<file path="src/rtl/aclk_time_counter.sv">
// -----------------------------------------------------------------------------
// aclk_time_counter
//   Time-of-day keeper for the alarm clock. Holds 24-hour HH:MM as four BCD
//   digits that drive the LCD display stage. The time advances by one minute
//   per one_minute tick, and the controller can load a keyed-in time.
//   A load is checked for validity unless CHECK_LOAD is 0. The block flags a
//   23:59 -> 00:00 wrap and flags rejected loads.
//
// Ports
//   clock                    in   system clock; all state updates on rising edge
//   reset                    in   synchronous reset, active-low
//   one_minute               in   advance time by one minute this cycle
//   load_new_c               in   load new_current_time_* this cycle
//   new_current_time_*       in   4-bit BCD load digits (ms_hr, ls_hr, ms_min, ls_min)
//   current_time_*           out  4-bit BCD current time digits (registered)
//   day_rollover             out  one-cycle pulse when time wraps 23:59 -> 00:00
//   load_error               out  one-cycle pulse when a load is rejected
// -----------------------------------------------------------------------------
module aclk_time_counter #(
  parameter int INIT_MS_HR  = 0,
  parameter int INIT_LS_HR  = 0,
  parameter int INIT_MS_MIN = 0,
  parameter int INIT_LS_MIN = 0,
  parameter bit CHECK_LOAD  = 1'b1
) (
  input  logic       clock,
  input  logic       reset,
  input  logic       one_minute,
  input  logic       load_new_c,
  input  logic [3:0] new_current_time_ms_hr,
  input  logic [3:0] new_current_time_ls_hr,
  input  logic [3:0] new_current_time_ms_min,
  input  logic [3:0] new_current_time_ls_min,
  output logic [3:0] current_time_ms_hr,
  output logic [3:0] current_time_ls_hr,
  output logic [3:0] current_time_ms_min,
  output logic [3:0] current_time_ls_min,
  output logic       day_rollover,
  output logic       load_error
);

  // A load is valid only if every digit is in range and the hour is <= 23.
  // The concatenated BCD hour compares correctly as a hex number.
  function automatic logic load_is_valid(input logic [3:0] mh,
                                         input logic [3:0] lh,
                                         input logic [3:0] mm,
                                         input logic [3:0] lm);
    return (mh <= 4'd2) && (lh <= 4'd9) && (mm <= 4'd5) && (lm <= 4'd9) &&
           ({mh, lh} <= 8'h23);
  endfunction

  logic [3:0] ms_hr_s;
  logic [3:0] ls_hr_s;
  logic [3:0] ms_min_s;
  logic [3:0] ls_min_s;
  logic       rollover_s;
  logic       error_s;
  logic       load_ok_s;

  assign load_ok_s = !CHECK_LOAD ||
                     load_is_valid(new_current_time_ms_hr, new_current_time_ls_hr,
                                   new_current_time_ms_min, new_current_time_ls_min);

  // Next-state selection: load beats tick, and a tick coincident with a load is dropped.
  always_comb begin
    ms_hr_s    = current_time_ms_hr;
    ls_hr_s    = current_time_ls_hr;
    ms_min_s   = current_time_ms_min;
    ls_min_s   = current_time_ls_min;
    rollover_s = 1'b0;
    error_s    = 1'b0;
    if (load_new_c) begin
      if (load_ok_s) begin
        ms_hr_s  = new_current_time_ms_hr;
        ls_hr_s  = new_current_time_ls_hr;
        ms_min_s = new_current_time_ms_min;
        ls_min_s = new_current_time_ls_min;
      end else begin
        error_s = 1'b1;
      end
    end else if (one_minute) begin
      // BCD ripple. The '>=' tests also pull out-of-range digits back into
      // range, so an unchecked load cannot wedge the counter.
      if (current_time_ls_min >= 4'd9) begin
        ls_min_s = 4'd0;
        if (current_time_ms_min >= 4'd5) begin
          ms_min_s = 4'd0;
          if (((current_time_ms_hr == 4'd2) && (current_time_ls_hr >= 4'd3)) ||
              (current_time_ms_hr > 4'd2)) begin
            ms_hr_s    = 4'd0;
            ls_hr_s    = 4'd0;
            rollover_s = 1'b1;
          end else if (current_time_ls_hr >= 4'd9) begin
            ls_hr_s = 4'd0;
            ms_hr_s = current_time_ms_hr + 4'd1;
          end else begin
            ls_hr_s = current_time_ls_hr + 4'd1;
          end
        end else begin
          ms_min_s = current_time_ms_min + 4'd1;
        end
      end else begin
        ls_min_s = current_time_ls_min + 4'd1;
      end
    end else begin
      error_s = 1'b0;
    end
  end

  // Output registers with synchronous active-low reset to the INIT time.
  always_ff @(posedge clock) begin
    if (!reset) begin
      current_time_ms_hr  <= 4'(INIT_MS_HR);
      current_time_ls_hr  <= 4'(INIT_LS_HR);
      current_time_ms_min <= 4'(INIT_MS_MIN);
      current_time_ls_min <= 4'(INIT_LS_MIN);
      day_rollover        <= 1'b0;
      load_error          <= 1'b0;
    end else begin
      current_time_ms_hr  <= ms_hr_s;
      current_time_ls_hr  <= ls_hr_s;
      current_time_ms_min <= ms_min_s;
      current_time_ls_min <= ls_min_s;
      day_rollover        <= rollover_s;
      load_error          <= error_s;
    end
  end

endmodule

</file>
<file path="config.mk">
export PLATFORM = sky130hd
export DESIGN_NAME = aclk_time_counter
export DESIGN_NICKNAME = d
export VERILOG_FILES = /design/src/rtl/aclk_time_counter.sv
export SDC_FILE = /design/constraint.sdc
export NUM_CORES = 1
export LEC_CHECK = 0
export BUFFER_PORTS_ARGS = -buffer_cell sky130_fd_sc_hd__buf_4
export CORE_MARGIN = 2
export CORE_UTILIZATION = 39
export CTS_CLUSTER_DIAMETER = 40
export CTS_CLUSTER_SIZE = 28
export DETAILED_ROUTE_END_ITERATION = 16
export PLACE_DENSITY = 0.67
export SLEW_MARGIN = 5
export SYNTH_ARGS = -nofsm -noshare
export SYNTH_HDL_FRONTEND = slang
export SYNTH_SLANG_ARGS = --single-unit
</file>
<file path="constraint.sdc">
create_clock -name clock -period 2.1 [get_ports clock]
set_input_delay 0.21 -clock clock [delete_from_list [all_inputs] [get_ports clock]]
set_output_delay 0.21 -clock clock [all_outputs]
set_load 0.03 [all_outputs]
</file>
After elaboration in Yosys (flattened, before gate mapping) --
Cells that the tools add are included.
Cells by class: equality and inequality tests 2, $lt $le $gt $ge 10, reduce and logical (&&, ||, !) cells 16, $add $sub $neg 4, shift operators 0, div/mod/pow operators 0, bitwise logic cells 4, mux-type cells 25, $mul 0
Operator list (count):
- 2-to-1 mux 4 bit | 23
- adder 4 x 1 -> 4 bit, second input constant | 4
- >= comparator 4 bit, second input constant | 2
- <= comparator 4 bit, second input constant | 2
- <= comparator 8 x 6 -> 1 bit, second input constant | 1
- nonzero test 2 bit | 3
- logical AND 1 bit | 5
- AND reduction 5 bit | 1
- OR reduction 5 bit | 1
- == test 4 x 2 -> 1 bit, second input constant | 1
- >= comparator 4 x 2 -> 1 bit, second input constant | 1
- >= comparator 4 x 3 -> 1 bit, second input constant | 1
- greater-than comparator 4 x 2 -> 1 bit, second input constant | 1
- <= comparator 4 x 2 -> 1 bit, second input constant | 1
- <= comparator 4 x 3 -> 1 bit, second input constant | 1
- NOT 1 bit | 4
- AND reduction 2 bit | 2
- AND reduction 4 bit | 1
- AND reduction 3 bit | 1
- nonzero test 3 bit | 1
- 2-to-1 mux 1 bit | 2
- != test 2 x 1 -> 1 bit, second input constant | 1
- logical OR 1 bit | 1
Storage, ports and cells: memories kept 0, ROM bits 0, output and inout bits 18, bits in registers 18, latch bits 0, bits in writable memories 0, bits of input ports 20

Logic depth before layout (Yosys ltp) --
Gate-level depths: netlist (run 1).
word-level depth 8, gate-level depth with buffers 8, gate-level depth less buffers 7

Worst setup path after synthesis (run 1) --
Ideal clock, no wire load.
kind register to register, start point reg current_time_ls_min[1], end point reg current_time_ls_hr[3], data arrival time 1844 ps, library setup time 122 ps, stages on the path, launching flop included 9, required time 1978 ps, path buffers 1, path slack 134 ps, path through dfxtp_1 -> inv_1 -> ha_1 -> or3b_1 -> nand4b_1 -> o22ai_1 -> buf_2 -> o21ai_0 -> a21oi_2
Between the ends: cells in the longest elaborated chain, start to end 3
RTL lines:
- start, declared | line 37 | output logic [3:0] current_time_ls_min,
- start signal, assigned | line 116 | current_time_ls_min <= 4'(INIT_LS_MIN);
- start signal, assigned | line 123 | current_time_ls_min <= ls_min_s;
- >= comparator 4 bit | line 84 | if (current_time_ls_min >= 4'd9) begin
- nonzero test 2 bit (no line)
- AND reduction 4 bit (no line)
- end signal, assigned | line 114 | current_time_ls_hr <= 4'(INIT_LS_HR);
- end signal, assigned | line 121 | current_time_ls_hr <= ls_hr_s;
- end, declared | line 35 | output logic [3:0] current_time_ls_hr,
Every way passes these cells. A chain may end at the register's enable or synchronous reset.

Worst setup path after layout (run 1) --
start point reg current_time_ls_hr[0], end point reg current_time_ms_hr[1]
Between the ends: cells in the longest elaborated chain, start to end 8, elaborated cells between the ends (all ways) 11, classes of those cells order compare: 2; mux: 5; reduce/logical: 4
RTL lines:
- >= comparator 4 x 2 -> 1 bit | line 88 | if (((current_time_ms_hr == 4'd2) && (current_time_ls_hr >= 4'd3)) ||
- logical AND 1 bit | line 88
- logical OR 1 bit | line 88
- 2-to-1 mux 4 bit | line 88
- 2-to-1 mux 4 bit | line 86 | if (current_time_ms_min >= 4'd5) begin
- 2-to-1 mux 4 bit | line 84
- 2-to-1 mux 4 bit | line 81 | end else if (one_minute) begin
- 2-to-1 mux 4 bit | line 72 | if (load_new_c) begin
- end signal, assigned | line 113 | current_time_ms_hr <= 4'(INIT_MS_HR);
- end signal, assigned | line 120 | current_time_ms_hr <= ms_hr_s;
- end, declared | line 34 | output logic [3:0] current_time_ms_hr,
Parallel ways exist; a longest one is shown, timed or not. The select of a mux whose other input is x is not followed.

==> impl_metrics.csv, run 1 <==
group,metric,value,unit
floorplan,start_util,41.6,%
flow_run,cap_violations,0,
global_route,grt_max_degree,28,
clocking,clock_path_buffers,2,
timing,fin_crit_sh,94.0,%
yosys,avgSynthCellArea,8.33,um^2
placed_design,dp_hpwl,2240,um
floorplan,die_h,58.5,um
layout,stdcell_count,208,
setup_path,cpPeakStageDelay,0.48,ns
routing,post-route-drc-count,0,
setup_path,endpoint_kind,"flip-flop",
worst_hold_path,hp-class,"input pin to flip-flop",
clocking,ctsResizeCount,1,
layout,num_antenna_cells,0,
routing,drt-initial-drc-count,54,
global_route,grt_pass1_vias,1070,
clocking,cts_tree,"done",
yosys,syn_nets,170,
placed_design,dp.cells,204,
timing,fin_worst_skew,0.00828,ns
clocking,cts.reportedPaths.clkPinSlew,0.11,ns
yosys,syn-instance-count,139,
power,powerDensity,481,mW/mm^2
layout,drive_gt1_share,29.4,%
yosys,synth.ff_latch_count,18,
yosys,synth-seq-area-share,31.1,%
layout,areaGrowthSynthToFinish,31.7,%
routing,routed_via_density,5.70,
floorplan,core.rowCount,19,
timing,slew_headroom,58.3,%
layout,fin_nets,209,
setup_path,critical_path.max_fanout,10,
layout,fillCellCount,250,
routing,totalWireLength,3020,um
clocking,cts_buffers,3,
routing,vias,1185,
clocking,cts.sinks,18,
setup_path,critical_path.top_delay_family,"simple AND/OR/NAND/NOR gates",
power,p_leak,0.000641,uW
setup_path,start_kind,"flip-flop",
timing,finalSetupTns,0,ns
clocking,cts-root-buf,"clkbuf_4",
clocking,hold_buffers,0,
clocking,htree_levels,1,
layout,mostFrequentLayoutCells,"40 x buf_4, 17 x dfxtp_1, 12 x a21oi_1",
routing,ant_nets,0,
setup_path,critPathSlowestCell,"or3_4",
timing,rsz0062_at_grt,"false",
setup_path,cp_data_arrival_time,2.17,ns
global_route,grtUsageTotal,18.3,%
timing,final.min_clock_period,1.97,ns
placed_design,io_buffers,37,
clocking,clkLatencyLatePin,0.30,ns
timing,setup_viol,0,
routing,wl_per_cell,14.5,um
power,vdd_drop_max,0.360,mV
floorplan,die_area,0.00342,mm^2
global_route,grt_pass1_wl,4820,um
global_route,grt.overflow.total,0,
timing,finalHoldViolCount,0,
outcome,status,"complete, no violations",
timing,clock.fmax,0.507,GHz
yosys,yosys_warnings,0,
yosys,synthDistinctLibCells,38,
setup_path,crit_chain,"ha_1 > o31ai_2 > nand3_2 > or3_4 > a311oi_1",
floorplan,io_pins,38,
routing,dr.pass1.iters,4,
clocking,post-cts-setup-buffers,0,
timing,tightest_slew,0.619,ns
setup_path,cp.required,2.30,ns
floorplan,dieWidth,58.5,um
yosys,netlist_area,0.00116,mm^2
placed_design,routabilityCongestion,0.828,
layout,layout_commonest_cell,"buf_4",
global_route,antenna_found_initial,0,
timing,fin_hold_ws,0.197,ns
floorplan,core_area,0.00278,mm^2
setup_path,cp_num_buf_inv,0,
setup_path,crit_type,"flip-flop to flip-flop",
timing,maxSlewViolCount,0,
power,power.total,734,uW
## layout make-up
cell class              count  area, um^2  area share [%]
multi-input cells         103         742            48.7
inverters                  12        45.0            2.96
flip-flops and latches     18         362            23.7
well taps                  31        38.8            2.55
clock buffers               4        36.3            2.38
repair buffers             40         300            19.7
## kinds of logic (layout without fill, tap and decap cells)
logic type               Yosys count  after routing  synth area share (%)
AO/OA/AOI/OAI                     53             53                  31.9
AND/OR/NAND/NOR                   36             36                  16.1
flip-flops                        18             18                  31.1
buffers and inverters             18             56                  6.70
adder cells (fa/ha/maj)           11             11                  11.9
XOR/XNOR                           3              3                  2.27
## worst paths after layout
| kind | from | to | slack [ns] | cells after the start |
|---|---|---|---|---|
| setup / recovery | current_time_ls_hr[0] | current_time_ms_hr[1] | 0.13 | 5 |
| hold / removal | new_current_time_ms_min[3] | current_time_ms_min[3] | 0.20 | 3 |
| setup reg to reg | current_time_ls_hr[0] | current_time_ms_hr[1] | 0.13 | 5 |
| hold reg to reg | current_time_ms_hr[3] | current_time_ms_hr[3] | 0.47 | 2 |
## sequential cells by signal, indices dropped and copies added (netlist names)
| name | count |
|---|---|
| current_time_ls_hr | 4 |
| current_time_ms_min | 4 |
| current_time_ls_min | 4 |
| day_rollover | 1 |
| load_error | 1 |
| current_time_ms_hr | 4 |
## power breakdown
group          internal (uW)  switching [uW]  total (uW)
logic                   67.8            82.5         150
clock network            106             115         221
registers                351            11.7         362
## Yosys cell counts (all sizes together)
cell,number,area share (%)
o211a,1,0.86
o21ai,7,3.0
nand4,1,0.54
a32o,1,0.86
clkinv,1,0.32
dfxtp,18,31
nand2b,4,2.2
a22oi,7,4.5
nand2,6,1.9
xnor2,2,1.5
o21a,3,1.9
nand3,5,2.6
or3b,1,0.76
a211oi,6,3.9
ha,11,12
or3,1,0.54
a21oi,13,5.9
a311oi,4,3.0
nor2,8,2.6
xor2,1,0.76
a211o,1,0.86
inv,11,3.6
clkbuf,3,0.97
a21boi,3,1.9
nor3,7,3.0
o31ai,3,2.4
nand4b,1,0.76
and3,1,0.54
a2bb2oi,1,0.76
o22ai,2,1.1
a31o,1,0.76
nand3b,1,0.65
buf,3,1.8
## per-layer routing
layer  GRT usage (%)  wire [um]  vias to the layer above  share of wire [%]
met3            3.30        172                        5                5.7
met1            24.8       1380                      552                 46
met5               0          0                        -                  0
met4            6.31         42                        0                1.4
met2            29.1       1430                       40                 47
li1                -          -                      588                  -
## worst min-delay path: stages
cell and delay, ns:
buf_4 0.11, nand2_1 0.06, a311oi_1 0.07
## through the flow
stage,setup WS [ns],area [um^2],utilization (%)
finish,0.126,1520,54.8
CTS,0.0167,1510,54.2
floorplan,0.134,1160,-
global placement,0.103,1460,52.6
global route,0.00605,1520,54.8
detailed placement,0.0293,1460,52.6
(Power assumes the default switching activity.)
==> run 2: changes to the inputs <==
--- a/config.mk
+++ b/config.mk
@@ -6,12 +6,14 @@
 export NUM_CORES = 1
 export LEC_CHECK = 0
 export BUFFER_PORTS_ARGS = -buffer_cell sky130_fd_sc_hd__buf_4
+export CELL_PAD_IN_SITES_DETAIL_PLACEMENT = 1
+export CELL_PAD_IN_SITES_GLOBAL_PLACEMENT = 1
 export CORE_MARGIN = 2
-export CORE_UTILIZATION = 39
+export CORE_UTILIZATION = 36
 export CTS_CLUSTER_DIAMETER = 40
 export CTS_CLUSTER_SIZE = 28
 export DETAILED_ROUTE_END_ITERATION = 16
-export PLACE_DENSITY = 0.67
+export PLACE_DENSITY_LB_ADDON = 0.1
 export SLEW_MARGIN = 5
 export SYNTH_ARGS = -nofsm -noshare
 export SYNTH_HDL_FRONTEND = slang
==> run 2 against run 1 <==
Non-clock buffer count grew 2. Power is 1.5% higher. Cell area grew 0.49%. Maximum frequency decreased by 1.7%. Clock skew is 0.0019 ns lower. Register-to-register slack got worse by 0.03 ns. Global-route usage rose by 1.0 points. Worst setup slack lost 0.033 ns. Critical endpoint is now current_time_ls_hr[3]. Largest power group unchanged.
==> impl_metrics.csv, run 2 (synthesized netlist as in run 1, its figures left out) <==
group,metric,value,unit
global_route,grt_pass1_vias,1135,
layout,mostFrequentLayoutCells,"42 x buf_4, 18 x dfxtp_1, 12 x a21oi_1",
layout,stdcell_count,223,
timing,fin_worst_skew,0.00633,ns
layout,fin_nets,211,
timing,tightest_slew,0.558,ns
setup_path,cpPeakStageDelay,0.54,ns
layout,fillCellCount,397,
layout,multi_input_area,719,um^2
global_route,grt_max_degree,28,
floorplan,die_h,60.7,um
timing,final.min_clock_period,2.01,ns
setup_path,cp.required,2.36,ns
setup_path,endpoint_kind,"flip-flop",
layout,seqCellArea,360,um^2
timing,setup_viol,0,
clocking,clock_path_buffers,2,
setup_path,critical_path.max_fanout,10,
floorplan,io_pins,38,
setup_path,cp_data_arrival_time,2.27,ns
layout,num_antenna_cells,0,
clocking,htree_levels,1,
routing,post-route-drc-count,0,
timing,slew_headroom,62.6,%
floorplan,dieWidth,60.7,um
placed_design,dp.cells,219,
clocking,post-cts-setup-buffers,0,
timing,finalHoldViolCount,0,
layout,areaGrowthSynthToFinish,32.3,%
timing,finalSetupTns,0,ns
placed_design,place_ws,0.135,ns
routing,drt-initial-drc-count,33,
routing,wl_per_cell,14.4,um
clocking,hold_buffers,0,
routing,ant_nets,0,
timing,setup_ws,0.0925,ns
power,powerDensity,486,mW/mm^2
setup_path,crit_chain,"ha_1 > o31ai_2 > nand3_2 > or3_1 > o21a_1 > a21oi_2",
clocking,cts_buffers,3,
clocking,cts_tree,"done",
layout,layout_commonest_cell,"buf_4",
power,vdd_drop_max,0.212,mV
global_route,antenna_found_initial,0,
timing,rsz0062_at_grt,"false",
floorplan,core.rowCount,20,
floorplan,start_util,37.9,%
timing,clock.fmax,0.498,GHz
placed_design,dp_hpwl,2440,um
global_route,grt_pass1_wl,5250,um
setup_path,start_kind,"flip-flop",
floorplan,die_area,0.00368,mm^2
placed_design,routabilityCongestion,0.843,
flow_run,cap_violations,0,
global_route,grtUsageTotal,19.3,%
floorplan,core_area,0.00305,mm^2
routing,dr.pass1.iters,4,
setup_path,crit_type,"flip-flop to flip-flop",
clocking,clkLatencyLatePin,0.31,ns
setup_path,critical_path.top_delay_family,"simple AND/OR/NAND/NOR gates",
worst_hold_path,hp-class,"input pin to flip-flop",
clocking,cts-root-buf,"clkbuf_4",
outcome,status,"complete, no violations",
clocking,cts.reportedPaths.clkPinSlew,0.12,ns
placed_design,io_buffers,37,
global_route,grt.overflow.total,0,
setup_path,cp_num_buf_inv,0,
clocking,ctsResizeCount,0,
routing,totalWireLength,3210,um
clocking,cts.sinks,18,
routing,vias,1176,
power,p_leak,0.000649,uW
layout,drive_gt1_share,27.9,%
setup_path,critPathSlowestCell,"or3_1",
routing,routed_via_density,5.27,
timing,maxSlewViolCount,0,
timing,fin_crit_sh,95.6,%
[run 2: changes by cell type in the layout (fill, tap and decap cells not counted), sizes merged]
cell  previous run  this run
buf             40        42
[run 2: stage by stage]
| stage | power [uW] | area [um^2] | hold slack [ns] | util, % |
|---|---|---|---|---|
| floorplan | 453 | 1160 | 0.362 | - |
| global placement | 518 | 1500 | 0.441 | 49.0 |
| detailed placement | 521 | 1500 | 0.453 | 49.0 |
| CTS | 746 | 1530 | 0.175 | 50.2 |
| global route | 778 | 1530 | 0.170 | 50.2 |
| finish | 745 | 1530 | 0.175 | 50.2 |
[run 2: area by class of cell]
class | instances | share of cell area [%]
Timing Repair Buffer | 42 | 20.6
Multi-Input combinational cell | 103 | 47.0
Sequential cell | 18 | 23.5
Tap cell | 44 | 3.59
Inverter | 12 | 2.94
Clock buffer | 4 | 2.37
[run 2: per-layer routing]
layer / routed length, um / GRT usage, % / vias up
met5: 0 / 0 / -
met4: 45 / 8.39 / 0
met3: 129 / 2.77 / 5
met2: 1530 / 32.1 / 23
met1: 1510 / 24.9 / 555
li1: - / - / 593
[run 2: tightest hold or removal path, cell delays in order]
cell     delay, ns
buf_4         0.13
nand2_1       0.07
a21oi_2       0.05
[run 2: path summary, 6_finish.rpt]
check	startpoint	cells past startpoint	slack (ns)	to
worst min-delay path	new_current_time_ls_hr[3]	3	0.18	current_time_ls_hr[3]
worst max register to register	current_time_ls_hr[0]	6	0.09	current_time_ls_hr[3]
worst min register to register	current_time_ms_hr[3]	2	0.46	current_time_ms_hr[3]
worst max-delay path	current_time_ls_hr[0]	6	0.09	current_time_ls_hr[3]
[run 2: power by group]
part / leakage (uW) / internal [uW] / switching [uW] / total [uW]
sequential: 0.000146 / 350 / 9.99 / 360
clock: 0.0000210 / 106 / 126 / 232
combinational: 0.000482 / 68.3 / 84.6 / 153
==> run 3: changes to the inputs <==
--- a/config.mk
+++ b/config.mk
@@ -8,7 +8,7 @@
 export BUFFER_PORTS_ARGS = -buffer_cell sky130_fd_sc_hd__buf_4
 export CELL_PAD_IN_SITES_DETAIL_PLACEMENT = 1
 export CELL_PAD_IN_SITES_GLOBAL_PLACEMENT = 1
-export CORE_MARGIN = 2
+export CORE_MARGIN = 1.5
 export CORE_UTILIZATION = 36
 export CTS_CLUSTER_DIAMETER = 40
 export CTS_CLUSTER_SIZE = 28
==> run 3 against run 2 <==
Critical path depth up 2. Worst setup slack better by 0.043 ns. Worst hold slack better by 0.024 ns. Critical path type unchanged. Power down 0.75%. Combinational power about the same.
==> impl_metrics.csv, run 3 (synthesized netlist as in run 1, its figures left out) <==
group,metric,value,unit
outcome,status,"complete, no violations",
timing,fin_worst_skew,0.00272,ns
routing,drt-initial-drc-count,30,
clocking,cts_tree,"done",
floorplan,core.rowCount,20,
routing,totalWireLength,3360,um
setup_path,start_kind,"flip-flop",
layout,drive_gt1_share,30.3,%
timing,final.min_clock_period,1.96,ns
setup_path,cp.required,2.31,ns
global_route,grt_pass1_vias,1145,
placed_design,dp_hpwl,2610,um
clocking,hold_buffers,0,
flow_run,cap_violations,0,
clocking,clkLatencyLatePin,0.30,ns
placed_design,routabilityCongestion,0.820,
setup_path,critical_path.max_fanout,15,
global_route,grt_max_degree,28,
clocking,cts.sinks,18,
routing,dr.pass1.iters,4,
timing,fin_crit_sh,93.5,%
timing,fin_hold_ws,0.199,ns
clocking,cts_buffers,3,
clocking,cts-root-buf,"clkbuf_4",
global_route,grt.overflow.total,0,
timing,slew_headroom,72.0,%
timing,finalHoldViolCount,0,
global_route,grtUsageTotal,20.1,%
floorplan,die_area,0.00356,mm^2
setup_path,r2r_start,"current_time_ls_min[1]",
clocking,cts.reportedPaths.clkPinSlew,0.11,ns
clocking,htree_levels,1,
setup_path,regToRegEndpoint,"current_time_ls_hr[2]",
timing,setup_viol,0,
setup_path,rrSetupSlack,0.14,ns
floorplan,core_area,0.00305,mm^2
setup_path,crit_chain,"inv_1 > ha_1 > or3b_1 > nand4b_1 > o22ai_1 > buf_4 > and3_1 > a31o_1",
global_route,grt_pass1_wl,5380,um
routing,ant_nets,0,
setup_path,reg2reg_depth,8,
setup_path,critPathSlowestCell,"or3b_1",
layout,fin_nets,210,
floorplan,dieWidth,59.7,um
layout,num_antenna_cells,0,
layout,mostFrequentLayoutCells,"41 x buf_4, 16 x dfxtp_1, 11 x inv_1, 11 x a21oi_1, 11 x ha_1",
power,powerDensity,480,mW/mm^2
clocking,clock_path_buffers,2,
setup_path,cp_num_buf_inv,2,
worst_hold_path,hold_path_depth,3,
timing,tightest_slew,0.416,ns
routing,routed_via_density,5.41,
setup_path,cp_data_arrival_time,2.17,ns
timing,finalSetupTns,0,ns
timing,rsz0062_at_grt,"false",
setup_path,critical_path.top_delay_family,"simple AND/OR/NAND/NOR gates",
routing,wl_per_cell,15.1,um
setup_path,cpPeakStageDelay,0.40,ns
floorplan,io_pins,38,
worst_hold_path,hold_end,"current_time_ms_min[3]",
global_route,antenna_found_initial,0,
floorplan,die_h,59.7,um
setup_path,crit_type,"flip-flop to flip-flop",
power,p_leak,0.000647,uW
placed_design,io_buffers,37,
routing,post-route-drc-count,0,
worst_hold_path,min_from,"new_current_time_ms_min[3]",
timing,clock.fmax,0.509,GHz
layout,fillCellCount,402,
layout,areaGrowthSynthToFinish,33.0,%
worst_hold_path,hp-class,"input pin to flip-flop",
power,vdd_drop_max,0.227,mV
layout,layout_commonest_cell,"buf_4",
setup_path,endpoint_kind,"flip-flop",
timing,maxSlewViolCount,0,
routing,vias,1200,
floorplan,start_util,37.9,%
==> run 3: changes by cell type in the layout (fill, tap and decap cells not counted), sizes merged <==
cell | before | now
buf | 42 | 41
==> run 3: tightest hold or removal path: cells and delay by family <==
family / cells / cell delay [ns]
and+or+nand+nor: 1 / 0.06
AOI/OAI and AO/OA: 1 / 0.08
buffers and inverters: 1 / 0.12
==> run 3: worst max path at each step <==
stage | start | to | slack (ns) | depth (start not counted)
final | current_time_ls_min[1] | current_time_ls_hr[2] | 0.14 | 8
after global routing | current_time_ls_min[0] | current_time_ms_hr[0] | 0.03 | 8
after CTS | current_time_ls_min[0] | current_time_ms_hr[0] | 0.1 | 8
after detailed placement | current_time_ls_hr[0] | current_time_ls_hr[3] | 0.12 | 6
after global placement | current_time_ls_hr[0] | current_time_ls_hr[3] | 0.21 | 6
after floorplan | current_time_ls_min[1] | current_time_ls_hr[3] | 0.13 | 8
==> run 3: cell type report <==
type,instances,area (um^2),share of cell area (%)
repair buffers,41,308,20.0
clock buffers,4,36.3,2.36
flip-flops and latches,18,363,23.6
well taps,44,55.1,3.58
inverters,12,45.0,2.93
multi-input cells,103,732,47.6
==> run 3: repair_timing <==
item,in CTS,in global routing
setup buffers,0,0
gates resized for setup,0,5
endpoints found under the setup margin,0,6
==> run 3: metal layers <==
metal,up-vias,track usage (%),part of all wire (%)
met3,4,2.60,4.3
met1,578,26.7,44
met2,27,34.2,50
met4,0,5.71,0.86
li1,591,-,-
met5,-,0,0
==> run 3: stage by stage <==
| step | setup WS [ns] | utilization (%) | total power [uW] | instance area (um^2) | cells |
|---|---|---|---|---|---|
| after floorplan | 0.134 | - | 453 | 1160 | 139 |
| after global placement | 0.209 | 48.7 | 516 | 1490 | 218 |
| after detailed placement | 0.123 | 48.7 | 521 | 1490 | 218 |
| after CTS | 0.0952 | 49.9 | 745 | 1520 | 222 |
| after global routing | 0.0314 | 50.4 | 774 | 1540 | 222 |
| final | 0.136 | 50.4 | 739 | 1540 | 222 |
==> run 3: report_power, final <==
part           total (uW)  switching (uW)  internal, uW
registers             362            11.4           351
clock network         223             117           106
logic                 154            85.7          68.3
total                 739             214           525
